--- config.mk ---
export PLATFORM = sky130hd
export DESIGN_NAME = hazard_ctrl_flat
export DESIGN_NICKNAME = d
export VERILOG_FILES = /design/src/rtl/pipe_pkg.sv /design/src/rtl/hazard_ctrl_if.sv /design/src/rtl/sat_counter.sv /design/src/rtl/hazard_ctrl.sv /design/src/flat_wrapper.sv
export SDC_FILE = /design/constraint.sdc
export NUM_CORES = 1
export LEC_CHECK = 0
export ABC_AREA = 0
export BUFFER_PORTS_ARGS = -buffer_cell sky130_fd_sc_hd__clkbuf_2
export CAP_MARGIN = 25
export CORE_MARGIN = 10
export CORE_UTILIZATION = 39
export CTS_CLUSTER_DIAMETER = 150
export CTS_CLUSTER_SIZE = 16
export DETAILED_ROUTE_END_ITERATION = 7
export GPL_TIMING_DRIVEN = 0
export PLACE_DENSITY = 0.65
export SLEW_MARGIN = 40
export SYNTH_ARGS = -nofsm -noshare
export SYNTH_HDL_FRONTEND = slang
export SYNTH_SLANG_ARGS = --single-unit
--- constraint.sdc ---
create_clock -name clock -period 2 [get_ports clock]
set_input_delay 0.1 -clock clock [delete_from_list [all_inputs] [get_ports clock]]
set_output_delay 0.1 -clock clock [all_outputs]
set_load 0.005 [all_outputs]
--- src/rtl/pipe_pkg.sv ---
// Shared definitions for the pipeline control slice.
//   pipe_state_t : hazard controller FSM encoding (RUN / KILL)
//   REG_ZERO     : architectural zero register, never a hazard source
//   sat_inc      : saturating increment used by the performance counters
package pipe_pkg;

  typedef enum logic {
    RUN  = 1'b0,
    KILL = 1'b1
  } pipe_state_t;

  localparam logic [4:0] REG_ZERO = 5'd0;

  // Increment v unless it already equals max. Operates on a 32-bit
  // container so any counter of width <= 32 can share it.
  function automatic logic [31:0] sat_inc(input logic [31:0] v,
                                          input logic [31:0] max);
    return (v == max) ? v : v + 32'd1;
  endfunction

endpackage

--- src/rtl/hazard_ctrl_if.sv ---
// Bundle between the pipeline datapath and the hazard controller.
//   master : pipeline side, drives ID/EX hazard sources, consumes controls
//   slave  : hazard_ctrl side
// Signals: id_rs1/id_rs2/id_use_rs1/id_use_rs2, ex_mem_read/ex_reg_write/
// ex_write_addr, ex_branch_taken, id_jump (to controller); pc_write,
// ifid_write, ifid_flush, idex_flush, hazard_a, hazard_b, stall_count,
// flush_count, dbg_state, dbg_kill_cnt (from controller).
// There is no valid/ready handshake here: every signal is a level that is
// meaningful in every cycle, and the controls respond combinationally.
interface hazard_ctrl_if
  import pipe_pkg::*;
#(
  parameter int CNT_W = 16
);
  logic [4:0]       id_rs1;
  logic [4:0]       id_rs2;
  logic             id_use_rs1;
  logic             id_use_rs2;
  logic             ex_mem_read;
  logic             ex_reg_write;
  logic [4:0]       ex_write_addr;
  logic             ex_branch_taken;
  logic             id_jump;
  logic             pc_write;
  logic             ifid_write;
  logic             ifid_flush;
  logic             idex_flush;
  logic             hazard_a;
  logic             hazard_b;
  logic [CNT_W-1:0] stall_count;
  logic [CNT_W-1:0] flush_count;
  pipe_state_t      dbg_state;
  logic [2:0]       dbg_kill_cnt;

  modport master (
    output id_rs1, id_rs2, id_use_rs1, id_use_rs2, ex_mem_read,
           ex_reg_write, ex_write_addr, ex_branch_taken, id_jump,
    input  pc_write, ifid_write, ifid_flush, idex_flush, hazard_a,
           hazard_b, stall_count, flush_count, dbg_state, dbg_kill_cnt
  );

  modport slave (
    input  id_rs1, id_rs2, id_use_rs1, id_use_rs2, ex_mem_read,
           ex_reg_write, ex_write_addr, ex_branch_taken, id_jump,
    output pc_write, ifid_write, ifid_flush, idex_flush, hazard_a,
           hazard_b, stall_count, flush_count, dbg_state, dbg_kill_cnt
  );
endinterface

--- src/rtl/sat_counter.sv ---
// Saturating up-counter: counts cycles with inc = 1, sticks at 2^W-1.
//   clock : rising-edge clock
//   reset : synchronous active-high clear
//   inc   : count enable
//   count : current value
module sat_counter
  import pipe_pkg::*;
#(
  parameter int W = 16
) (
  input  logic         clock,
  input  logic         reset,
  input  logic         inc,
  output logic [W-1:0] count
);
  localparam logic [31:0] MAX = 32'({W{1'b1}});

  always_ff @(posedge clock) begin
    if (reset) begin
      count <= '0;
    end else if (inc) begin
      count <= W'(sat_inc(32'(count), MAX));
    end
  end
endmodule

--- src/rtl/hazard_ctrl.sv ---
// Hazard and flush controller for the ID/EX pipeline register.
// Detects load-use hazards (one-cycle bubble), kills wrong-path work after a
// taken branch in EX (BRANCH_PENALTY cycles) or a jump in ID (one cycle),
// and keeps saturating stall/flush event counters.
//   clock, reset : rising-edge clock, synchronous active-high reset
//   bus (slave)  : hazard sources in, pipeline controls and counters out
module hazard_ctrl
  import pipe_pkg::*;
#(
  parameter int BRANCH_PENALTY = 1,
  parameter int CNT_W          = 16
) (
  input  logic          clock,
  input  logic          reset,
  hazard_ctrl_if.slave  bus
);
  // The branch cycle itself is the first flushed cycle; KILL covers the
  // remaining BRANCH_PENALTY-1 cycles, so the counter starts at PENALTY-2.
  localparam logic [2:0] KILL_INIT =
    3'((BRANCH_PENALTY > 1) ? BRANCH_PENALTY - 2 : 0);

  pipe_state_t state;
  logic [2:0]  kill_cnt;
  logic        ld, ha, hb;
  logic        stall_inc, flush_inc;

  assign ld = bus.ex_mem_read & bus.ex_reg_write &
              (bus.ex_write_addr != REG_ZERO);
  assign ha = ld & bus.id_use_rs1 & (bus.id_rs1 == bus.ex_write_addr);
  assign hb = ld & bus.id_use_rs2 & (bus.id_rs2 == bus.ex_write_addr);

  // Priority: branch > KILL > load-use > jump > normal run.
  always_comb begin
    bus.pc_write   = 1'b1;
    bus.ifid_write = 1'b1;
    bus.ifid_flush = 1'b0;
    bus.idex_flush = 1'b0;
    bus.hazard_a   = 1'b0;
    bus.hazard_b   = 1'b0;
    stall_inc      = 1'b0;
    flush_inc      = 1'b0;
    if (reset) begin
      bus.pc_write   = 1'b0;
      bus.ifid_write = 1'b0;
      bus.ifid_flush = 1'b1;
      bus.idex_flush = 1'b1;
    end else if (bus.ex_branch_taken) begin
      bus.ifid_flush = 1'b1;
      bus.idex_flush = 1'b1;
      flush_inc      = 1'b1;
    end else if (state == KILL) begin
      bus.ifid_flush = 1'b1;
      bus.idex_flush = 1'b1;
    end else if (ha | hb) begin
      // Freeze PC and IF/ID, bubble into ID/EX; a pending jump waits.
      bus.pc_write   = 1'b0;
      bus.ifid_write = 1'b0;
      bus.idex_flush = 1'b1;
      bus.hazard_a   = ha;
      bus.hazard_b   = hb;
      stall_inc      = 1'b1;
    end else if (bus.id_jump) begin
      bus.ifid_flush = 1'b1;
      flush_inc      = 1'b1;
    end
  end

  always_ff @(posedge clock) begin
    if (reset) begin
      state    <= RUN;
      kill_cnt <= 3'd0;
    end else if (bus.ex_branch_taken) begin
      // A branch while already killing restarts the window.
      state    <= (BRANCH_PENALTY > 1) ? KILL : RUN;
      kill_cnt <= KILL_INIT;
    end else if (state == KILL) begin
      if (kill_cnt == 3'd0) begin
        state <= RUN;
      end else begin
        kill_cnt <= kill_cnt - 3'd1;
      end
    end
  end

  assign bus.dbg_state    = state;
  assign bus.dbg_kill_cnt = kill_cnt;

  sat_counter #(.W(CNT_W)) u_stall_cnt (
    .clock (clock),
    .reset (reset),
    .inc   (stall_inc),
    .count (bus.stall_count)
  );

  sat_counter #(.W(CNT_W)) u_flush_cnt (
    .clock (clock),
    .reset (reset),
    .inc   (flush_inc),
    .count (bus.flush_count)
  );
endmodule

--- src/flat_wrapper.sv ---
// flat-port wrapper written by rule: the top's interface ports become plain ports
module hazard_ctrl_flat import pipe_pkg::*;
#(
  parameter int BRANCH_PENALTY = 1,
  parameter int CNT_W          = 16
)
  (clock, reset, bus_id_rs1, bus_id_rs2, bus_id_use_rs1, bus_id_use_rs2, bus_ex_mem_read, bus_ex_reg_write, bus_ex_write_addr, bus_ex_branch_taken, bus_id_jump, bus_pc_write, bus_ifid_write, bus_ifid_flush, bus_idex_flush, bus_hazard_a, bus_hazard_b, bus_stall_count, bus_flush_count, bus_dbg_state, bus_dbg_kill_cnt);
  hazard_ctrl_if #(.CNT_W(CNT_W)) bus_i ();
  input  logic clock;
  input  logic reset;
  input wire logic [$bits(bus_i.id_rs1)-1:0] bus_id_rs1;
  input wire logic [$bits(bus_i.id_rs2)-1:0] bus_id_rs2;
  input wire logic [$bits(bus_i.id_use_rs1)-1:0] bus_id_use_rs1;
  input wire logic [$bits(bus_i.id_use_rs2)-1:0] bus_id_use_rs2;
  input wire logic [$bits(bus_i.ex_mem_read)-1:0] bus_ex_mem_read;
  input wire logic [$bits(bus_i.ex_reg_write)-1:0] bus_ex_reg_write;
  input wire logic [$bits(bus_i.ex_write_addr)-1:0] bus_ex_write_addr;
  input wire logic [$bits(bus_i.ex_branch_taken)-1:0] bus_ex_branch_taken;
  input wire logic [$bits(bus_i.id_jump)-1:0] bus_id_jump;
  output wire logic [$bits(bus_i.pc_write)-1:0] bus_pc_write;
  output wire logic [$bits(bus_i.ifid_write)-1:0] bus_ifid_write;
  output wire logic [$bits(bus_i.ifid_flush)-1:0] bus_ifid_flush;
  output wire logic [$bits(bus_i.idex_flush)-1:0] bus_idex_flush;
  output wire logic [$bits(bus_i.hazard_a)-1:0] bus_hazard_a;
  output wire logic [$bits(bus_i.hazard_b)-1:0] bus_hazard_b;
  output wire logic [$bits(bus_i.stall_count)-1:0] bus_stall_count;
  output wire logic [$bits(bus_i.flush_count)-1:0] bus_flush_count;
  output wire logic [$bits(bus_i.dbg_state)-1:0] bus_dbg_state;
  output wire logic [$bits(bus_i.dbg_kill_cnt)-1:0] bus_dbg_kill_cnt;
  assign bus_i.id_rs1 = bus_id_rs1;
  assign bus_i.id_rs2 = bus_id_rs2;
  assign bus_i.id_use_rs1 = bus_id_use_rs1;
  assign bus_i.id_use_rs2 = bus_id_use_rs2;
  assign bus_i.ex_mem_read = bus_ex_mem_read;
  assign bus_i.ex_reg_write = bus_ex_reg_write;
  assign bus_i.ex_write_addr = bus_ex_write_addr;
  assign bus_i.ex_branch_taken = bus_ex_branch_taken;
  assign bus_i.id_jump = bus_id_jump;
  assign bus_pc_write = bus_i.pc_write;
  assign bus_ifid_write = bus_i.ifid_write;
  assign bus_ifid_flush = bus_i.ifid_flush;
  assign bus_idex_flush = bus_i.idex_flush;
  assign bus_hazard_a = bus_i.hazard_a;
  assign bus_hazard_b = bus_i.hazard_b;
  assign bus_stall_count = bus_i.stall_count;
  assign bus_flush_count = bus_i.flush_count;
  assign bus_dbg_state = bus_i.dbg_state;
  assign bus_dbg_kill_cnt = bus_i.dbg_kill_cnt;
  hazard_ctrl #(.BRANCH_PENALTY(BRANCH_PENALTY), .CNT_W(CNT_W)) u_core (.clock(clock), .reset(reset), .bus(bus_i));
endmodule
==> flow_metrics.env <==
export IMPL_status="complete, no violations"
export IMPL_gr_usage_all_layers_pct=13.47
export IMPL_critical_path_startpoint="u_core.u_flush_cnt.count[0]$_SDFFE_PP0P_"
export IMPL_die_w_um=96.67
export IMPL_switchingPower_mw=0.3631
export IMPL_critPathCaptureType="flip-flop"
export IMPL_worst_slew_pin_slew_ns=0.5357
export IMPL_p_comb_share_pct=9.8
export IMPL_worstPathArrival_ns=2.20
export IMPL_synth_largest_area_cell="dfxtp_1"
export IMPL_cap_violations=0
export IMPL_switching_share_pct=23.95
export IMPL_drc_errors=0
export IMPL_rrSetupSlack_ns=0.03
export IMPL_yosys_top_cells_area="dfxtp_1 31%, a21oi_1 4.8%, o31ai_1 3.9%"
export IMPL_synth_xor_area_share_pct=4.203
export IMPL_finalPower_mw=1.516
export IMPL_fin_nets=367
export IMPL_internal_power_mw=1.153
export IMPL_syn_area_per_cell_um2=8.650
export IMPL_r2r_start="u_core.u_flush_cnt.count[0]$_SDFFE_PP0P_"
export IMPL_vias_per_cell=5.441
export IMPL_fin_crit_ns=1.973
export IMPL_setup_viol=0
export IMPL_htree_levels=2
export IMPL_cp_num_buf_inv=1
export IMPL_cts_tree="built"
export IMPL_std_cell_rows=27
export IMPL_pin_count=65
export IMPL_p_leak_nw=1.135
export IMPL_reg2reg_depth=6
export IMPL_crit_chain="ha_4, inv_2, or3_4, or4_4, or3_4, a21oi_2"
export IMPL_synth_top_family_by_area="simple AND/OR/NAND/NOR gates"
export IMPL_fin_area_mm2=0.002927
export IMPL_synth_compound_area_share_pct=14.90
export IMPL_synth_edf_count=0
export IMPL_syn2layout_area_growth_pct=27.67
export IMPL_p_seq_share_pct=47.8
export IMPL_cpPeakStageDelay_ns=0.50
export IMPL_via_count=2247
export IMPL_finalSetupTns_ns=0
export IMPL_gp_congestion=0.8458
export IMPL_grt_pass1_vias=2282
export IMPL_finClkSkew_ns=0.007489
export IMPL_cp_num_cells=6
export IMPL_synth_area_mm2=0.002292
export IMPL_synthAdderAreaFrac_pct=2.183
export IMPL_grt_antenna_before_repair=0
export IMPL_ir_worst_vdd_v=0.0002469
export IMPL_yosysSeqAreaShare_pct=31.44
export IMPL_clkLatencyLatePin_ns=0.29
export IMPL_syn_inst=265
export IMPL_grt_overflow=0
export IMPL_fp_dieH_um=96.67
export IMPL_drtPass1Iterations=5
export IMPL_clock_sinks=36
export IMPL_synth_ff_type="dfxtp_1"
export IMPL_grt_pass1_wl_um=10900
export IMPL_crit_type="reg2reg"
export IMPL_yosysUniqueCellTypes=49
export IMPL_hpwl_um=4833
export IMPL_power_density_mw_per_mm2=517.9
export IMPL_port_buffers=64
export IMPL_final_common_cell="clkbuf_2"
export IMPL_yosys_warnings=0
export IMPL_startpoint_type="flip-flop"
export IMPL_diodes=0
export IMPL_cp_endpoint="u_core.u_flush_cnt.count[14]$_SDFFE_PP0P_"
export IMPL_layout_common_cells="64 x clkbuf_2, 23 x dfxtp_1, 21 x a21oi_1, 17 x nor2_1"
export IMPL_cts_buffers=5
export IMPL_drive_above_1_share_pct=39.00
export IMPL_root_buffer="clkbuf_8"
export IMPL_ant_nets=0
export IMPL_cp_top_family="simple AND/OR/NAND/NOR gates"
export IMPL_die_area_mm2=0.009344
export IMPL_synth_top_area_share_pct=31.44
export IMPL_synth_seq_cells=36
export IMPL_hold_viol=0
export IMPL_crit_top_cell="or3_4"
export IMPL_synth_area_mux_share_pct=6.332
export IMPL_drt_total_wl_um=6426
export IMPL_coreArea_mm2=0.005608
export IMPL_max_freq_mhz=506.7
export IMPL_placedInstanceArea_mm2=0.002703
export IMPL_hold_start="bus_ex_branch_taken"
export IMPL_cp_max_fo=3
export IMPL_drt_iter0_drc=109
export IMPL_clkPwrFrac_pct=42.4
export IMPL_routedWlPerCell_um=15.56
export IMPL_fin_ws_ns=0.02652
export IMPL_relSlewSlack_pct=64.29
export IMPL_async_flop_share_pct=0
export IMPL_synth_simple_area_share_pct=36.03
export IMPL_start_util_pct=40.87
export IMPL_slew_violations=0
export IMPL_layout_worst_path_cycle_share_pct=98.67
export IMPL_grt_max_degree=12
export IMPL_cts_buffer_depth=2
export IMPL_hold_class="in2reg"
export IMPL_path_clk_slew_ns=0.08
export IMPL_dp_slack_ns=-0.3611
export IMPL_reg2reg_to="u_core.u_flush_cnt.count[14]$_SDFFE_PP0P_"
export IMPL_cp_slowest_cell="or4_4"
export IMPL_cts_hold_buf=0
export IMPL_synth_nets=292
export IMPL_grt_setup_unrepaired="true"
export IMPL_cp_required_ns=2.22
[worst register-to-register path: stages, from the launching register on]
cell     delay (ns)
dfxtp_2        0.37
ha_4           0.15
inv_2          0.04
or3_4          0.38
or4_4          0.50
or3_4          0.34
a21oi_2        0.13
[per-stage QoR]
stage	hold slack (ns)	cells	util (%)
2_1_floorplan	0.2895	265	-
3_3_place_gp	0.4759	401	48.19
3_5_place_dp	0.4829	401	48.19
4_1_cts	0.2707	413	51.45
5_1_grt	0.2898	413	52.19
6_report	0.2925	413	52.19
[worst min-delay path by stage]
stage	to	slack [ns]	cells after the start
after floorplan	bus_ifid_flush	0.29	2
after global routing	u_core.bus.dbg_kill_cnt[0]$_SDFFE_PP0P_	0.29	3
after global placement	u_core.u_stall_cnt.count[7]$_SDFFE_PP0P_	0.48	2
final	u_core.bus.dbg_kill_cnt[0]$_SDFFE_PP0P_	0.29	3
after detailed placement	u_core.u_stall_cnt.count[7]$_SDFFE_PP0P_	0.48	2
after CTS	u_core.bus.dbg_kill_cnt[0]$_SDFFE_PP0P_	0.27	3
[layout make-up]
| cell class | instances | area, µm² |
|---|---|---|
| buffer | 14 | 95.09 |
| clock buffer | 6 | 72.57 |
| clock inverter | 2 | 35.03 |
| fill | 567 | 2681 |
| inverter | 8 | 30.03 |
| multi-input combinational | 207 | 1509 |
| sequential | 36 | 744.5 |
| tap | 72 | 90.09 |
| timing repair buffer | 68 | 350.3 |
[synth_stat cells (2+ instances only)]
cell / count
dfxtp_1: 36
nor4_4: 3
clkbuf_1: 6
mux2_2: 5
nand3_1: 16
inv_1: 8
and4_1: 3
and4_4: 2
a21oi_1: 22
nor4_2: 5
nor3_1: 14
xnor2_1: 3
or3_1: 6
mux2_1: 3
nand4_2: 2
o21ai_0: 7
buf_6: 3
nand4_1: 4
mux2_4: 3
buf_2: 3
nor2_1: 18
and2_1: 4
and3_1: 5
nand2_1: 15
nor4_1: 4
o31ai_1: 12
ha_1: 4
nor2b_1: 11
or4_1: 11
xor2_1: 8
[power by group through the flow]
stage | registers, mW | clock network (mW) | logic (mW)
2_1_floorplan | 0.743 | 0 | 0.0777
3_3_place_gp | 0.743 | 0 | 0.135
3_5_place_dp | 0.744 | 0 | 0.137
4_1_cts | 0.728 | 0.661 | 0.148
5_1_grt | 0.725 | 0.702 | 0.165
6_report | 0.724 | 0.643 | 0.148
[logic make-up after synthesis]
logic type | Yosys count
simple gates | 130
compound gates | 50
flops | 36
buf+inv | 22
mux | 12
xor+xnor | 11
fa+ha+maj | 4
[flip-flops by register name, summed over array words and instances (netlist names)]
name	count
u_core.u_flush_cnt.count	16
u_core.u_stall_cnt.count	16
u_core.bus.dbg_kill_cnt	3
u_core.bus.dbg_state	1
[metal layers]
metal  wire, µm  part of all wire, %  vias up  GRT usage [%]
met4         65                  1.0        0          4.171
met5          0                    0        -              0
met2       3143                   49       58          22.96
met1       2917                   45     1042          15.66
li1           -                    -     1141              -
met3        301                  4.7        6          4.116
[what timing repair did]
item | in CTS | in global routing
setup buffers | 4 | 0
resized for setup | 16 | 16
setup endpoints to repair | 24 | 19
pin swaps | 2 | 1
Note: power is estimated with default switching activity, not from simulation.
